### src/rtl/huffman_encoder.sv
// Streaming Huffman encoder: packs variable-length codes for 4-bit symbols
// into bytes, MSB first, with an explicit flush that emits a zero-padded last byte.
module huffman_encoder (
  input  logic       clk,
  input  logic       rst,
  input  logic       sym_valid,
  input  logic [3:0] sym_data,
  output logic       sym_ready,
  input  logic       flush,
  output logic       out_valid,
  output logic [7:0] out_data,
  output logic       out_last,
  input  logic       out_ready,
  output logic       err,
  output logic       flush_done
);

  typedef enum logic [1:0] {ACCEPT, EMIT, FLUSH} state_t;

  state_t      state, state_nx;
  logic [13:0] acc, acc_nx;
  logic [3:0]  cnt, cnt_nx;
  logic        flush_pend, flush_pend_nx;
  logic        err_q, err_nx;
  logic        flush_done_q, flush_done_nx;

  logic [2:0]  code_len;
  logic [5:0]  code_bits;   // code left-aligned in 6 bits
  logic        code_ok;
  logic [3:0]  cnt_sum;
  logic        accept;

  always_comb begin
    code_ok   = 1'b1;
    code_len  = 3'd0;
    code_bits = 6'b000000;
    case (sym_data)
      4'd0:  begin code_len = 3'd1; code_bits = 6'b100000; end
      4'd1:  begin code_len = 3'd4; code_bits = 6'b010000; end
      4'd2:  begin code_len = 3'd4; code_bits = 6'b010100; end
      4'd5:  begin code_len = 3'd4; code_bits = 6'b001000; end
      4'd6:  begin code_len = 3'd4; code_bits = 6'b001100; end
      4'd9:  begin code_len = 3'd4; code_bits = 6'b011100; end
      4'd10: begin code_len = 3'd4; code_bits = 6'b000000; end
      4'd7:  begin code_len = 3'd5; code_bits = 6'b011010; end
      4'd3:  begin code_len = 3'd6; code_bits = 6'b011000; end
      4'd4:  begin code_len = 3'd6; code_bits = 6'b011001; end
      4'd8:  begin code_len = 3'd6; code_bits = 6'b000110; end
      4'd12: begin code_len = 3'd6; code_bits = 6'b000111; end
      4'd14: begin code_len = 3'd6; code_bits = 6'b000100; end
      4'd15: begin code_len = 3'd6; code_bits = 6'b000101; end
      default: code_ok = 1'b0;
    endcase
  end

  // cnt never exceeds 7 while accepting, so cnt_sum tops out at 13.
  assign cnt_sum   = cnt + {1'b0, code_len};
  assign sym_ready = rst && (state == ACCEPT) && !cnt[3] && !flush_pend;
  assign accept    = sym_valid && sym_ready;

  assign out_valid  = rst && ((state == EMIT) || (state == FLUSH));
  assign out_last   = rst && (state == FLUSH);
  assign out_data   = out_valid ? acc[13:6] : 8'h00;
  assign err        = rst && err_q;
  assign flush_done = rst && flush_done_q;

  always_comb begin
    state_nx      = state;
    acc_nx        = acc;
    cnt_nx        = cnt;
    flush_pend_nx = flush_pend | flush;
    err_nx        = 1'b0;
    flush_done_nx = 1'b0;
    case (state)
      ACCEPT: begin
        if (flush_pend) begin
          if (cnt != 4'd0) begin
            state_nx = FLUSH;
          end else begin
            flush_pend_nx = flush;
            flush_done_nx = 1'b1;
          end
        end else if (accept) begin
          if (!code_ok) begin
            err_nx = 1'b1;
          end else begin
            acc_nx = acc | ({code_bits, 8'h00} >> cnt);
            cnt_nx = cnt_sum;
            if (cnt_sum >= 4'd8) state_nx = EMIT;
          end
        end
      end
      EMIT: begin
        if (out_ready) begin
          acc_nx   = {acc[5:0], 8'h00};
          cnt_nx   = cnt - 4'd8;
          state_nx = ACCEPT;
        end
      end
      FLUSH: begin
        if (out_ready) begin
          acc_nx        = 14'd0;
          cnt_nx        = 4'd0;
          flush_pend_nx = flush;
          flush_done_nx = 1'b1;
          state_nx      = ACCEPT;
        end
      end
      default: state_nx = ACCEPT;
    endcase
  end

  always_ff @(posedge clk) begin
    if (!rst) begin
      state        <= ACCEPT;
      acc          <= 14'd0;
      cnt          <= 4'd0;
      flush_pend   <= 1'b0;
      err_q        <= 1'b0;
      flush_done_q <= 1'b0;
    end else begin
      state        <= state_nx;
      acc          <= acc_nx;
      cnt          <= cnt_nx;
      flush_pend   <= flush_pend_nx;
      err_q        <= err_nx;
      flush_done_q <= flush_done_nx;
    end
  end

endmodule

### config.mk
export PLATFORM = sky130hd
export DESIGN_NAME = huffman_encoder
export DESIGN_NICKNAME = d
export VERILOG_FILES = /design/src/rtl/huffman_encoder.sv
export SDC_FILE = /design/constraint.sdc
export NUM_CORES = 1
export LEC_CHECK = 0
export ABC_CLOCK_PERIOD_IN_PS = 3100
export CORE_MARGIN = 2
export CORE_UTILIZATION = 45
export DETAILED_ROUTE_END_ITERATION = 12
export PLACE_DENSITY_LB_ADDON = 0.08
export SETUP_SLACK_MARGIN = 0.3
export SYNTH_ARGS = -nofsm -noshare
export SYNTH_HDL_FRONTEND = slang
export SYNTH_SLANG_ARGS = --single-unit
### constraint.sdc
create_clock -name clk -period 3.1 [get_ports clk]
set_input_delay 0.775 -clock clk [delete_from_list [all_inputs] [get_ports clk]]
set_output_delay 0.775 -clock clk [all_outputs]
set_load 0.01 [all_outputs]
==> flow_metrics.py, run 1 <==
metrics = {
    "sta": {
        "tightest_slew_ns": 0.6110,
        "fmax_mhz": 367.7,
        "finalMaxSlewViolations": 0,
        "relSlewSlack_pct": 59.21,
        "whs_ns": 0.4510,
        "setup_slack_ns": 0.3803,
        "rsz0062_at_grt": "yes",
        "final-setup-viol-count": 0,
        "clock_skew_ns": 0.01085,
        "min_period_over_period_pct": 87.73,
        "fin_crit_ns": 2.720,
        "final_hold_viol_count": 0,
    },
    "cells_and_area": {
        "area_delta_synth_final_pct": 26.65,
        "final_cell_count_no_fill": 363,
        "nets": 329,
        "fill_cells": 439,
        "antenna_cells": 0,
        "drive_gt1_share_pct": 15.11,
    },
    "place": {
        "gp_congestion": 0.8565,
        "post-place-cells": 357,
        "io_buffer_count": 21,
        "dp_hpwl_um": 4020,
        "dp_slack_ns": -0.005871,
    },
    "status": {
        "outcome": "finished, final reports clean",
    },
    "worst_setup_path": {
        "cp.required_ns": 2.32,
        "critPathCaptureType": "output pin",
        "worstSetupStartpointType": "input port",
        "path_class": "in2out",
        "worstPathArrival_ns": 1.94,
        "path_max_fanout": 8,
    },
    "detailed_routing": {
        "vias": 2164,
        "dr.first_iter.drc_count": 125,
        "drcViolationCount": 0,
        "dr.pass1.iters": 4,
        "routed_via_density": 5.961,
        "wirelength_um": 5568,
        "routedWlPerCell_um": 15.34,
        "detail-route-antenna-nets": 0,
    },
    "synthesis": {
        "ys.flop_type": "dfxtp_1",
        "async_flop_share_pct": 0,
        "netlist_area_mm2": 0.001991,
        "synth_edf_count": 0,
        "syn_nets": 294,
        "syn_inst": 277,
        "ys_seq_area_share_pct": 23.13,
        "synth_warnings": 0,
        "avgSynthCellArea_um2": 7.186,
        "ys_types": 56,
        "ys_ff_latch": 23,
    },
    "floorplanning": {
        "fp.coreArea_mm2": 0.004294,
        "die-area_mm2": 0.004972,
        "row_count": 24,
        "start_util_pct": 46.36,
        "pin_count": 22,
        "fp.dieH_um": 70.51,
        "fp.dieW_um": 70.51,
    },
    "global_route": {
        "grt_overflow": 0,
        "grt_start_max_net_pins": 23,
        "grt_use_total_pct": 23.56,
        "antenna_found_initial": 0,
        "grt_pass1_vias": 2045,
        "grt_first_pass_wirelength_um": 9680,
    },
    "clock_tree": {
        "cts-root-buf": "clkbuf_8",
        "clockBufferDepth": 2,
        "cts_tree": "done",
        "clkSinkCount": 23,
        "cts_buffers": 3,
        "cts-htree-levels": 1,
        "insertion_delay_ns": 0.27,
        "clk_pin_slew_ns": 0.08,
    },
    "run": {
        "maxCapViolCount": 0,
    },
    "power_and_ir_drop": {
        "powerDensity_mw_per_mm2": 481.6,
        "irDropWorstVdd_mv": 0.2789,
        "power_mw": 1.214,
        "p_leak_nw": 1.063,
    },
    "worst_hold_path": {
        "hold_path_class": "reg2reg",
    },
}
## through the flow
stage	TNS (ns)	area [um^2]	utilization, %
3_3_place_gp	0	2410	56.12
2_1_floorplan	0	2002	-
6_report	0	2521	58.71
5_1_grt	0	2521	58.71
3_5_place_dp	-0.005871	2410	56.12
4_1_cts	0	2474	57.60
## worst max-delay path: stages
cell	delay [ns]
dlygate4sd2_1	0.32
buf_6	0.16
and3_1	0.15
clkdlybuf4s50_1	0.53
## layout make-up
type / instances / area, um^2 / share of cell area, %
repair buffers: 55 / 479.2 / 19.01
flip-flops and latches: 23 / 460.4 / 18.26
well taps: 52 / 65.06 / 2.581
inverters: 17 / 63.81 / 2.531
clock buffers: 4 / 45.04 / 1.787
multi-input cells: 212 / 1408 / 55.83
## cell families (layout without fill, tap and decap cells)
| kind of cell | count (synthesis) | in the layout | synth area share (%) |
|---|---|---|---|
| AOI/OAI and AO/OA | 85 | 85 | 29.98 |
| xor gates and xnor gates | 4 | 4 | 1.760 |
| buffers and inverters | 42 | 76 | 8.046 |
| adders and majority gates | 8 | 8 | 5.405 |
| DFF | 23 | 23 | 23.13 |
| and+or+nand+nor | 108 | 108 | 28.10 |
| muxes | 7 | 7 | 3.583 |
## repair_timing
item                       in CTS  in global routing
buffers inserted                1                  0
hold buffers                    0                  0
gates resized for setup         5                 10
setup endpoints to repair      15                 17
gates cloned                    1                  0
pin swaps                       1                  6
## layer usage
metal	share of wire [%]	GRT usage [%]
met4	1.5	5.983
met3	4.4	3.463
met5	0	0
met2	47	37.63
met1	48	33.30
## sequential cells by signal, summed over array words and instances, names as in the netlist
signal	flops
cnt	4
flush_done_q	1
acc	14
flush_pend	1
state	2
err_q	1
## report_power, final
| group | switching [mW] | internal (mW) |
|---|---|---|
| Sequential | 0.0464 | 0.336 |
| Combinational | 0.351 | 0.290 |
| Clock | 0.0990 | 0.0919 |
## path summary, 6_finish.rpt
kind                                           from             endpoint  slack, ns  cells past startpoint
worst max-delay path                            rst          out_data[4]       0.38                      4
worst min-delay path            acc[6]$_SDFFE_PN0P_  acc[6]$_SDFFE_PN0P_       0.45                      2
worst min register to register  acc[6]$_SDFFE_PN0P_  acc[6]$_SDFFE_PN0P_       0.45                      2
worst max register to register  cnt[1]$_SDFFE_PN0P_  acc[5]$_SDFFE_PN0P_       0.90                      6
## cells in the final DEF (no fill, tap or decap), types with 4 or more instances in the layout
| cell type | synthesis | routed |
|---|---|---|
| a21o_1 | 4 | 4 |
| a211oi_1 | 4 | 4 |
| dfxtp_1 | 23 | 23 |
| and2_1 | 7 | 6 |
| nand3_1 | 16 | 16 |
| mux2i_1 | 6 | 6 |
| a31oi_1 | 11 | 11 |
| a21oi_1 | 20 | 19 |
| nor3_1 | 7 | 7 |
| clkdlybuf4s50_1 | 0 | 17 |
| inv_1 | 17 | 17 |
| nor2_1 | 25 | 25 |
| and3_1 | 11 | 11 |
| nand2_1 | 18 | 18 |
| buf_4 | 0 | 31 |
| nand2b_1 | 4 | 4 |
| ha_1 | 7 | 6 |
| o21ai_0 | 9 | 9 |
| nor2b_1 | 6 | 6 |
## synth_stat cells, types with 2 or more instances
library cell | count | share of area, %
a211oi_1 | 4 | 1.5
a21o_1 | 4 | 1.5
a21oi_1 | 20 | 5.0
a22oi_1 | 4 | 1.5
a311oi_1 | 3 | 1.3
a31oi_1 | 11 | 3.5
a32o_1 | 2 | 1.0
a32oi_1 | 2 | 0.88
and2_1 | 7 | 2.2
and3_1 | 11 | 3.5
and4b_1 | 2 | 1.0
buf_1 | 2 | 0.38
buf_2 | 2 | 0.50
clkbuf_1 | 21 | 4.0
dfxtp_1 | 23 | 23
ha_1 | 7 | 4.4
inv_1 | 17 | 3.2
mux2i_1 | 6 | 3.0
nand2_1 | 18 | 3.4
nand2b_1 | 4 | 1.3
nand3_1 | 16 | 4.0
nor2_1 | 25 | 4.7
nor2b_1 | 6 | 1.9
nor3_1 | 7 | 1.8
nor3b_1 | 2 | 0.75
o211ai_1 | 3 | 1.1
o21ai_0 | 9 | 2.3
o22ai_1 | 3 | 0.94
o311a_1 | 2 | 1.0
o31ai_1 | 3 | 1.1
o32ai_1 | 2 | 0.88
o41ai_1 | 2 | 0.88
or3_1 | 2 | 0.63
xnor2_1 | 2 | 0.88
xor2_1 | 2 | 0.88
Note: power is estimated with default switching activity, not from simulation.
==> run 2: changes to the inputs <==
--- a/config.mk
+++ b/config.mk
@@ -7,7 +7,7 @@
 export LEC_CHECK = 0
 export ABC_CLOCK_PERIOD_IN_PS = 3100
 export CORE_MARGIN = 2
-export CORE_UTILIZATION = 45
+export CORE_UTILIZATION = 51
 export DETAILED_ROUTE_END_ITERATION = 12
 export PLACE_DENSITY_LB_ADDON = 0.08
 export SETUP_SLACK_MARGIN = 0.3
==> run 2 against run 1 <==
Net effect:
- critical path depth is 4 higher
- wire length hardly changed
- non-clock buffer count is 1 lower
- combinational power hardly changed
- sequential power is 2% higher
- count of clock-buffer cells in the layout stayed put
- sequential cell count stayed put
- design area hardly changed
- highest routed layer unchanged
- register-to-register slack worse by 0.18 ns
- largest power group unchanged
- die area is 11% lower
- largest cell class unchanged
- clock skew is 0.0035 ns lower
==> flow_metrics.py, run 2 (same netlist as run 1, synthesis figures left out) <==
metrics = {
    "status": {
        "outcome": "finished, final reports clean",
    },
    "global_route": {
        "grt_start_max_net_pins": 28,
        "antenna_found_initial": 0,
        "grt_overflow": 0,
        "grt_pass1_vias": 1907,
        "grt_first_pass_wirelength_um": 9197,
        "grt_use_total_pct": 26.78,
    },
    "sta": {
        "fin_crit_ns": 2.768,
        "whs_ns": 0.4490,
        "final_hold_viol_count": 0,
        "fmax_mhz": 361.2,
        "rsz0062_at_grt": "yes",
        "finalMaxSlewViolations": 0,
        "final-setup-viol-count": 0,
        "setup_slack_ns": 0.3318,
        "relSlewSlack_pct": 61.96,
        "fin_tns_setup_ns": 0,
        "min_period_over_period_pct": 89.30,
        "clock_skew_ns": 0.007353,
        "tightest_slew_ns": 0.5698,
    },
    "clock_tree": {
        "insertion_delay_ns": 0.26,
        "clkSinkCount": 23,
        "cts-htree-levels": 1,
        "cts_buffers": 3,
        "clockBufferDepth": 2,
        "cts_tree": "done",
        "clk_pin_slew_ns": 0.08,
        "cts-root-buf": "clkbuf_8",
    },
    "detailed_routing": {
        "drcViolationCount": 0,
        "dr.pass1.iters": 5,
        "routed_via_density": 6.050,
        "dr.first_iter.drc_count": 126,
        "detail-route-antenna-nets": 0,
        "routedWlPerCell_um": 15.56,
        "vias": 2166,
        "wirelength_um": 5572,
    },
    "cells_and_area": {
        "reg.largest.list": "acc x14, cnt x4, state x2",
        "area_delta_synth_final_pct": 26.52,
        "nets": 328,
        "design_area_mm2": 0.002519,
        "top_register": "acc",
        "layout_commonest_cell": "buf_4",
        "fin_util_pct": 67.78,
        "drive_gt1_share_pct": 14.84,
        "largest_reg_flops": 14,
        "final_cell_mix": "29 x buf_4, 25 x nor2_1, 23 x dfxtp_1",
        "antenna_cells": 0,
    },
    "place": {
        "placed_cell_area_mm2": 0.002395,
        "dp_hpwl_um": 3872,
        "io_buffer_count": 21,
        "gp_congestion": 0.9204,
        "dp_slack_ns": -0.09332,
    },
    "worst_setup_path": {
        "worstSetupStartpointType": "input port",
        "path_class": "in2reg",
        "slowest_stage": "clkdlybuf4s50_1",
        "worstPathCellList": "clkdlybuf4s50_1 > xor2_1 > a311o_1 > a211oi_4 > buf_4 > and2b_1 > mux2i_1 > nor2_1",
        "cp.required_ns": 3.26,
        "critPathCaptureType": "flip-flop",
        "worstPathArrival_ns": 2.93,
        "path_max_fanout": 5,
        "max_stage_delay_ns": 0.45,
    },
    "floorplanning": {
        "die-area_mm2": 0.004419,
        "fp.dieH_um": 66.48,
        "pin_count": 22,
        "start_util_pct": 53.57,
        "row_count": 22,
        "fp.coreArea_mm2": 0.003716,
        "fp.dieW_um": 66.48,
    },
    "power_and_ir_drop": {
        "p_leak_nw": 1.053,
        "powerDensity_mw_per_mm2": 483.7,
        "irDropWorstVdd_mv": 0.3607,
    },
    "worst_hold_path": {
        "hold_path_class": "reg2reg",
    },
    "run": {
        "maxCapViolCount": 0,
    },
}
==> run 2: changes by cell type in the layout (fill, tap and decap cells not counted), sizes merged <==
| cell | previous run | this run |
|---|---|---|
| buf | 34 | 33 |
| clkdlybuf4s50 | 17 | 18 |
| dlymetal6s2s | 2 | 1 |
==> run 2: repair_timing <==
action	4_1_cts	5_1_grt
endpoints found under the setup margin	15	5
setup buffers	1	2
hold buffers	0	0
gates resized for setup	6	10
pin swaps	0	5
cloned	1	0
==> run 2: final timing paths <==
check	startpoint	to	slack, ns	cells after the start
worst max-delay path	sym_data[1]	cnt[0]$_SDFFE_PN0P_	0.33	8
worst min-delay path	acc[6]$_SDFFE_PN0P_	acc[6]$_SDFFE_PN0P_	0.45	2
worst max register to register	cnt[3]$_SDFFE_PN0P_	cnt[0]$_SDFFE_PN0P_	0.72	7
worst min register to register	acc[6]$_SDFFE_PN0P_	acc[6]$_SDFFE_PN0P_	0.45	2
==> run 2: power by group <==
part	leakage, nW	internal (mW)	switching (mW)	total, mW
clock network	0.0228	0.0917	0.0946	0.186
registers	0.187	0.336	0.0559	0.391
logic	0.843	0.295	0.346	0.641
==> run 2: cell type report <==
class | instances | area, um^2
tap | 48 | 60.06
fill | 326 | 1197
timing repair buffer | 54 | 481.7
clock buffer | 4 | 45.04
inverter | 17 | 63.81
sequential | 23 | 460.4
multi-input combinational | 212 | 1408
==> run 2: per-layer routing <==
| metal | track usage (%) | up-vias | wire length (um) |
|---|---|---|---|
| li1 | - | 1082 | - |
| met1 | 37.18 | 1012 | 2653 |
| met2 | 43.75 | 70 | 2613 |
| met3 | 3.716 | 2 | 271 |
| met4 | 6.378 | 0 | 33 |
| met5 | 0 | - | 0 |
==> run 2: metrics by stage <==
step	total power, mW	instances
2_1_floorplan	0.7880	277
3_3_place_gp	0.9893	350
3_5_place_dp	0.9943	350
4_1_cts	1.202	356
5_1_grt	1.310	358
6_report	1.218	358
==> run 2: critical path, delay by kind of cell <==
family / cells / cell delay, ns
buffers and inverters: 2 / 0.63
XOR/XNOR: 1 / 0.19
AND/OR/NAND/NOR: 2 / 0.30
AO/OA/AOI/OAI: 2 / 0.78
multiplexers: 1 / 0.25
==> run 3: changes to the inputs <==
--- a/config.mk
+++ b/config.mk
@@ -9,6 +9,7 @@
 export CORE_MARGIN = 2
 export CORE_UTILIZATION = 51
 export DETAILED_ROUTE_END_ITERATION = 12
+export GPL_ROUTABILITY_DRIVEN = 0
 export PLACE_DENSITY_LB_ADDON = 0.08
 export SETUP_SLACK_MARGIN = 0.3
 export SYNTH_ARGS = -nofsm -noshare
==> results of run 3 <==
Final layout, timing and power as in run 2 (identical DEF).
